[src/rtl/bus_source_arbiter.sv]
// Round-robin arbiter for the shared internal bus: registered one-hot grant plus
// binary code, a dead turnaround cycle between owners, and optional preemption.
module bus_source_arbiter #(
    parameter int unsigned N        = 32,
    parameter int unsigned CODE_W   = 5,
    parameter int unsigned MAX_HOLD = 0
) (
    input  logic              clock,
    input  logic              reset,
    input  logic [N-1:0]      req,
    output logic [N-1:0]      grant,
    output logic [CODE_W-1:0] grant_code,
    output logic              grant_valid,
    output logic              preempt
);

    typedef enum logic [1:0] {
        S_IDLE,
        S_OWN,
        S_TURN
    } state_t;

    state_t              r_state;
    logic [N-1:0]        r_grant;
    logic [CODE_W-1:0]   r_grant_code;
    logic                r_grant_valid;
    logic                r_preempt;
    logic [CODE_W-1:0]   r_last_owner;
    logic [31:0]         r_hold_cnt;

    logic [CODE_W-1:0]   w_idx;
    logic [CODE_W-1:0]   w_winner;
    logic                w_found;
    logic                w_owner_req;
    logic                w_others_req;
    logic                w_hold_limit;

    // Scan upward from the slot after the last owner; the index wraps by truncation
    // because N is a power of two.
    always_comb begin
        w_found  = 1'b0;
        w_winner = '0;
        w_idx    = '0;
        for (int unsigned i = 0; i < N; i++) begin
            w_idx = r_last_owner + CODE_W'(i + 1);
            if (!w_found && req[w_idx]) begin
                w_found  = 1'b1;
                w_winner = w_idx;
            end
        end
    end

    always_comb begin
        w_owner_req  = req[r_grant_code];
        w_others_req = |(req & ~r_grant);
        w_hold_limit = (MAX_HOLD != 0) && (r_hold_cnt == 32'(MAX_HOLD - 1));
    end

    always_ff @(posedge clock or posedge reset) begin
        if (reset) begin
            r_state       <= S_IDLE;
            r_grant       <= '0;
            r_grant_code  <= '0;
            r_grant_valid <= 1'b0;
            r_preempt     <= 1'b0;
            r_last_owner  <= CODE_W'(N - 1);
            r_hold_cnt    <= '0;
        end else begin
            r_preempt <= 1'b0;
            case (r_state)
                S_IDLE, S_TURN: begin
                    if (w_found) begin
                        r_grant       <= N'(1) << w_winner;
                        r_grant_code  <= w_winner;
                        r_grant_valid <= 1'b1;
                        r_last_owner  <= w_winner;
                        r_hold_cnt    <= '0;
                        r_state       <= S_OWN;
                    end else begin
                        r_state <= S_IDLE;
                    end
                end
                S_OWN: begin
                    // A voluntary release takes precedence over preemption.
                    if (!w_owner_req) begin
                        r_grant       <= '0;
                        r_grant_code  <= '0;
                        r_grant_valid <= 1'b0;
                        r_state       <= S_TURN;
                    end else if (w_hold_limit && w_others_req) begin
                        r_grant       <= '0;
                        r_grant_code  <= '0;
                        r_grant_valid <= 1'b0;
                        r_preempt     <= 1'b1;
                        r_state       <= S_TURN;
                    end else if (r_hold_cnt != '1) begin
                        r_hold_cnt <= r_hold_cnt + 32'd1;
                    end
                end
                default: begin
                    r_state <= S_IDLE;
                end
            endcase
        end
    end

    assign grant       = r_grant;
    assign grant_code  = r_grant_code;
    assign grant_valid = r_grant_valid;
    assign preempt     = r_preempt;

endmodule

[config.mk]
export PLATFORM = sky130hd
export DESIGN_NAME = bus_source_arbiter
export DESIGN_NICKNAME = d
export VERILOG_FILES = /design/src/rtl/bus_source_arbiter.sv
export SDC_FILE = /design/constraint.sdc
export NUM_CORES = 1
export LEC_CHECK = 0
export ABC_CLOCK_PERIOD_IN_PS = 16500
export CORE_MARGIN = 2
export CORE_UTILIZATION = 66
export DETAILED_ROUTE_END_ITERATION = 10
export PLACE_DENSITY_LB_ADDON = 0.2
export SETUP_SLACK_MARGIN = 0.3
export SYNTH_ARGS = -nofsm -noshare
export SYNTH_HDL_FRONTEND = slang
export SYNTH_SLANG_ARGS = --single-unit
[constraint.sdc]
create_clock -name clock -period 16.5 [get_ports clock]
set_input_delay 3.3 -clock clock [delete_from_list [all_inputs] [get_ports clock]]
set_output_delay 3.3 -clock clock [all_outputs]
set_load 0.03 [all_outputs]
==> results of run 1 <==
-- worst register-to-register path: stages (launching register included) --
cell      delay, ns
dfstp_2        0.52
buf_4          0.64
inv_2          0.55
ha_1           0.69
buf_4          0.42
mux2_2         0.45
mux2i_1        0.49
mux4_2         0.52
mux2i_1        0.34
nor2_2         0.37
and3_1         0.52
nand3_1        0.58
or3_1          0.60
o221ai_2       0.23
or4_1          0.16
a21oi_1        0.09
nor3_1         0.50
nand2_1        0.40
o21ai_1        0.28
-- per-layer routing --
metal,up-vias,share of wire [%],global-route usage (%)
li1,4064,-,-
met1,4596,34,62.9
met2,888,43,78.5
met3,273,13,14.1
met4,2,9.1,33.1
met5,-,0.15,0
-- cell families (layout without fill, tap and decap cells) --
family | Yosys count | in the layout | synth area share, %
multiplexers | 216 | 216 | 36.7
flip-flops | 45 | 45 | 12.7
AO/OA/AOI/OAI | 260 | 260 | 19.7
XOR/XNOR | 33 | 33 | 3.33
buffers and inverters | 85 | 114 | 4.42
other | 1 | 2 | 0.0421
adder cells (fa/ha/maj) | 13 | 13 | 1.83
AND/OR/NAND/NOR | 386 | 386 | 21.3
-- metrics by stage --
step                area (um^2)  setup slack [ns]  hold WS [ns]  instances  util [%]
floorplan                  8910              9.36         0.446       1039         -
global placement           9660              7.61         0.462       1236      73.2
detailed placement         9660              7.61         0.472       1236      73.2
CTS                        9830              7.80         0.494       1244      74.5
global route               9830              7.26         0.522       1244      74.5
finish                     9830              7.30         0.493       1245      74.5
-- flip-flops by register name, indices dropped and copies added, names as in the netlist --
signal and count:
grant_valid 1, r_last_owner 5, r_state 2, grant_code 5, grant 32
-- worst max path at each step --
| stage | startpoint | end | cells after the start |
|---|---|---|---|
| final | req[30] | grant[30]$_DFFE_PP0P_ | 15 |
| after global routing | req[28] | grant[30]$_DFFE_PP0P_ | 15 |
| after CTS | req[23] | grant[30]$_DFFE_PP0P_ | 15 |
| after detailed placement | req[7] | grant[21]$_DFFE_PP0P_ | 14 |
| after global placement | req[7] | grant[4]$_DFFE_PP0P_ | 14 |
| after floorplan | req[23] | grant[20]$_DFFE_PP0P_ | 15 |
-- final cells by class --
| type | instances | area, um^2 | area share, % |
|---|---|---|---|
| antenna | 1 | 2.50 | 0.0255 |
| timing repair buffer | 90 | 853 | 8.68 |
| tap | 176 | 220 | 2.24 |
| inverter | 16 | 60.1 | 0.611 |
| clock buffer | 7 | 143 | 1.45 |
| sequential | 45 | 1140 | 11.6 |
| clock inverter | 1 | 30.0 | 0.305 |
| multi-input combinational | 909 | 7390 | 75.1 |
-- cell usage after synthesis (all sizes together), types with 21 or more instances --
library cell  instances
buf                  37
o21ai                72
clkbuf               32
xnor2                21
mux4                 82
a21oi                59
nor3                 23
mux2                 65
dfrtp                40
nor2                 93
mux2i                69
nand2               134
nand3                29
==> flow_summary_export.csv, run 1 <==
group,metric,value,unit
placed_design,hpwlAfterDp,25800,um
clock_tree,clock-sinks,45,
worst_setup_path,start_kind,"input port",
synth,yosys_warnings,0,
sta,relSlewSlack,13.4,%
synth,synth_flop_cell,"dfrtp_1",
synth,syn_nets,1086,
floorplanning,die_h,120,um
clock_tree,cts_hold_buffers,0,
sta,timing.final.crit_share,55.7,%
finish,layout.nets,1114,
grt,grt_pass1_vias,9361,
floorplanning,start_util,67.6,%
worst_setup_path,cp.required,16.69,ns
worst_hold_path,min_path_type,"reg -> reg",
clock_tree,cts_tree,"done",
drt,wire_per_inst,29.3,um
drt,drt-vias-per-instance,7.89,
worst_setup_path,timing.rr.end,"grant[30]$_DFFE_PP0P_",
worst_setup_path,crit_slowest_cell,"clkdlybuf4s50_1",
grt,grt_pass1_wl,55700,um
synth,synth-seq-area-share,12.7,%
synth,synth-edff-count,0,
finish,most-common-layout-cells,"nand2_1, nor2_1, mux4_2, clkdlybuf4s50_1, mux2i_1",
worst_setup_path,path_buf_inv,1,
clock_tree,cts_setup_buffers,0,
synth,synth_seq_cells,45,
placed_design,port_buffers,71,
drt,finalWirelength,36500,um
clock_tree,clk_pin_slew,0.06,ns
finish,num-fill-cells,963,
floorplanning,core-area,13200,um^2
worst_hold_path,hold_start,"grant[5]$_DFFE_PP0P_",
worst_setup_path,path_cells,"clkdlybuf4s50_1 -> mux2_2 -> mux2i_1 -> mux4_2 -> mux2i_1 -> nor2_2 -> and3_1 -> nand3_1 -> or3_1 -> o221ai_2 -> or4_1 -> a21oi_1 -> nor3_1 -> nand2_1 -> o21ai_1",
sta,worstMarginPinSlew,1.29,ns
clock_tree,clock_latency,0.29,ns
sta,rsz0062_at_grt,"false",
sta,hold_viol_final,0,
floorplanning,placementRows,42,
worst_hold_path,hold_depth,2,
clock_tree,cts_buffers,5,
synth,synth.largest_area_cell,"mux4_2",
worst_setup_path,r2r_cells,18,
grt,antenna_found_initial,1,
clock_tree,root_buffer,"clkbuf_16",
clock_tree,cts_buffer_depth,2,
worst_setup_path,critPathArrivalTime,9.39,ns
worst_setup_path,path_max_fanout,14,
grt,grt_max_degree,62,
synth,async_flop_share,100,%
sta,fin_skew,0.00587,ns
grt,track_usage,50.9,%
worst_setup_path,r2r_slack,8.06,ns
drt,drc,0,
finish,final_layout_size_suffix_gt1_share,19.5,%
drt,drt_iter0_markers,1615,
synth,netlist.area_leader.share,20.7,%
worst_setup_path,cp_common_cell,"mux2i_1",
grt,grt_overflow,0,
placed_design,gp_congestion,1.13,
status,status,"finished, final reports clean",
floorplanning,ios,73,
finish,mostFrequentLayoutCell,"nand2_1",
sta,fmax,0.109,GHz
floorplanning,chipWidth,120,um
worst_setup_path,critical_path.endpoint_type,"register",
worst_setup_path,max_stage_delay,0.63,ns
sta,setup_violations,0,
drt,vias,9823,
drt,drt-pass1-iter-count,8,
finish,area_delta_synth_final,10.3,%
worst_setup_path,crit-reg2reg-launch,"r_last_owner[0]$_DFFE_PP1N_",
synth,synth_area,8910,um^2
drt,postRouteAntennaNets,0,
clock_tree,cts_resized,0,
synth,avgSynthCellArea,8.58,um^2
worst_setup_path,crit_family,"simple AND/OR/NAND/NOR gates",
sta,fin_crit,9.20,ns
flow_run,cap_violations,0,
sta,fin_tns_setup,0,ns
floorplanning,die-area,14400,um^2
worst_hold_path,min_to,"grant[5]$_DFFE_PP0P_",
clock_tree,htree_levels,2,
sta,slew_violations,0,
synth,synthCells,1039,
synth,synth_cell_types,91,
synth,yosys-top-cells-area,"mux4_2, dfrtp_1, mux2_2",
worst_setup_path,crit_type,"in -> reg",
Power of run 1 is not shown: default switching activity piles up to over one toggle a cycle in this logic, so the estimate is an artifact.
==> run 2, diff against run 1 <==
--- a/config.mk
+++ b/config.mk
@@ -5,9 +5,9 @@
 export SDC_FILE = /design/constraint.sdc
 export NUM_CORES = 1
 export LEC_CHECK = 0
-export ABC_CLOCK_PERIOD_IN_PS = 16500
+export ABC_CLOCK_PERIOD_IN_PS = 9000
 export CORE_MARGIN = 2
-export CORE_UTILIZATION = 66
+export CORE_UTILIZATION = 61
 export DETAILED_ROUTE_END_ITERATION = 10
 export PLACE_DENSITY_LB_ADDON = 0.2
 export SETUP_SLACK_MARGIN = 0.3
==> constraint.sdc (replaced) <==
create_clock -name clock -period 9 [get_ports clock]
set_input_delay 1.8 -clock clock [delete_from_list [all_inputs] [get_ports clock]]
set_output_delay 1.8 -clock clock [all_outputs]
set_load 0.03 [all_outputs]
==> flow_summary_export.csv, run 2 (synthesis gave the netlist of run 1 again) <==
group,metric,value,unit
sta,timing.final.crit_share,82.6,%
sta,timing.final.ws_setup,1.57,ns
worst_hold_path,hold_depth,1,
grt,grt_pass1_vias,8902,
placed_design,port_buffers,71,
floorplanning,core-area,14400,um^2
sta,fin_crit,7.43,ns
clock_tree,cts_resized,0,
worst_setup_path,max_stage_delay,0.87,ns
sta,hold_viol_final,0,
drt,drt-pass1-iter-count,8,
finish,final_layout_size_suffix_gt1_share,20.0,%
worst_setup_path,path_max_fanout,20,
status,status,"finished, final reports clean",
sta,fmax,0.135,GHz
grt,grt_overflow,0,
worst_setup_path,timing.rr.end,"grant[23]$_DFFE_PP0P_",
finish,mostFrequentLayoutCell,"nand2_1",
clock_tree,clock_latency,0.29,ns
grt,antenna_found_initial,1,
grt,track_usage,43.9,%
sta,relSlewSlack,15.0,%
floorplanning,placementRows,44,
worst_hold_path,hold_start,"r_state[1]$_DFFE_PP0P_",
worst_setup_path,path_cells,"inv_1 -> ha_1 -> buf_4 -> mux2_2 -> mux2_2 -> mux4_2 -> mux2_2 -> or3b_4 -> or4_4 -> nor4_4 -> a21o_1 -> a31oi_1 -> o2bb2ai_1 -> o2111ai_1 -> or4_1 -> o21ai_2",
sta,fin_tns_setup,0,ns
grt,grt_max_degree,62,
worst_setup_path,critical_path.endpoint_type,"register",
worst_setup_path,cp.required,9.20,ns
drt,vias,9531,
worst_setup_path,r2r_slack,1.57,ns
clock_tree,cts_buffers,5,
worst_hold_path,min_to,"r_state[1]$_DFFE_PP0P_",
drt,drt-vias-per-instance,7.58,
clock_tree,htree_levels,2,
drt,postRouteAntennaNets,0,
floorplanning,ios,73,
clock_tree,clock-sinks,45,
worst_setup_path,crit_slowest_cell,"ha_1",
sta,fin_skew,0.00506,ns
sta,rsz0062_at_grt,"false",
clock_tree,cts_setup_buffers,0,
clock_tree,cts_hold_buffers,0,
drt,drt_iter0_markers,1374,
sta,slew_violations,0,
clock_tree,cts_tree,"done",
floorplanning,chipWidth,125,um
sta,setup_violations,0,
finish,fin_util,68.5,%
sta,worstMarginPinSlew,1.24,ns
placed_design,hpwlAfterDp,25900,um
floorplanning,die-area,15600,um^2
placed_design,gp_congestion,1.02,
worst_setup_path,cp_common_cell,"mux2_2",
worst_setup_path,crit_type,"reg -> reg",
worst_setup_path,critPathArrivalTime,7.64,ns
finish,largest_reg_flops,32,
worst_setup_path,crit_family,"simple AND/OR/NAND/NOR gates",
drt,wire_per_inst,27.6,um
finish,n_antenna_cell,0,
worst_setup_path,r2r_cells,16,
finish,layout.nets,1119,
finish,most-common-layout-cells,"nand2_1, nor2_1, mux4_2, clkdlybuf4s50_1, mux2i_1",
worst_setup_path,start_kind,"register",
worst_setup_path,path_buf_inv,2,
clock_tree,clk_pin_slew,0.06,ns
drt,drc,0,
finish,area_delta_synth_final,10.9,%
floorplanning,start_util,61.8,%
grt,grt_pass1_wl,53400,um
clock_tree,root_buffer,"clkbuf_16",
worst_hold_path,min_path_type,"reg -> reg",
finish,num-fill-cells,1190,
floorplanning,die_h,125,um
worst_setup_path,crit-reg2reg-launch,"r_last_owner[1]$_DFFE_PP1N_",
placed_design,place_ws,1.74,ns
clock_tree,cts_buffer_depth,2,
flow_run,cap_violations,0,
drt,finalWirelength,34700,um
==> run 2: cell type report <==
type                            count  area [um^2]  area share, %
Tap cell                          184          230           2.33
Multi-Input combinational cell    909         7390           74.8
Clock buffer                        6          139           1.40
Inverter                           16         60.1          0.607
Timing Repair Buffer               95          891           9.01
Clock inverter                      2         37.5          0.380
Sequential cell                    45         1140           11.5
==> run 2: routing by layer <==
metal | wire length (um) | up-vias | global-route usage [%] | share of wire (%)
li1 | - | 4084 | - | -
met1 | 12600 | 4545 | 57.6 | 36
met2 | 15500 | 728 | 68.1 | 45
met3 | 4040 | 174 | 7.95 | 12
met4 | 2530 | 0 | 26.2 | 7.3
met5 | 0 | - | 0 | 0
==> run 2: stage by stage <==
step | hold slack [ns] | instances | cell area (um^2)
floorplan | 0.446 | 1039 | 8910
global placement | 0.467 | 1249 | 9710
detailed placement | 0.472 | 1249 | 9710
CTS | 0.489 | 1257 | 9890
global route | 0.520 | 1257 | 9890
finish | 0.490 | 1257 | 9890
==> run 2: how the worst max path moves through the flow <==
stage,depth (start not counted),from,slack (ns),to
after global routing,16,r_last_owner[1]$_DFFE_PP1N_,1.36,grant[28]$_DFFE_PP0P_
after floorplan,23,r_last_owner[1]$_DFFE_PP1N_,2.93,grant[20]$_DFFE_PP0P_
after global placement,14,req[17],1.80,grant[22]$_DFFE_PP0P_
after CTS,16,r_last_owner[1]$_DFFE_PP1N_,1.74,grant[23]$_DFFE_PP0P_
after detailed placement,14,req[17],1.74,grant[0]$_DFFE_PP0P_
final,16,r_last_owner[1]$_DFFE_PP1N_,1.57,grant[23]$_DFFE_PP0P_
==> run 2: worst register-to-register path: stages, from the launching register on <==
cell       delay [ns]
dfstp_4          0.76
inv_1            0.32
ha_1             0.87
buf_4            0.41
mux2_2           0.43
mux2_2           0.33
mux4_2           0.54
mux2_2           0.40
or3b_4           0.42
or4_4            0.50
nor4_4           0.63
a21o_1           0.21
a31oi_1          0.06
o2bb2ai_1        0.24
o2111ai_1        0.29
or4_1            0.72
o21ai_2          0.23
Power of run 2 is left out for the same reason.
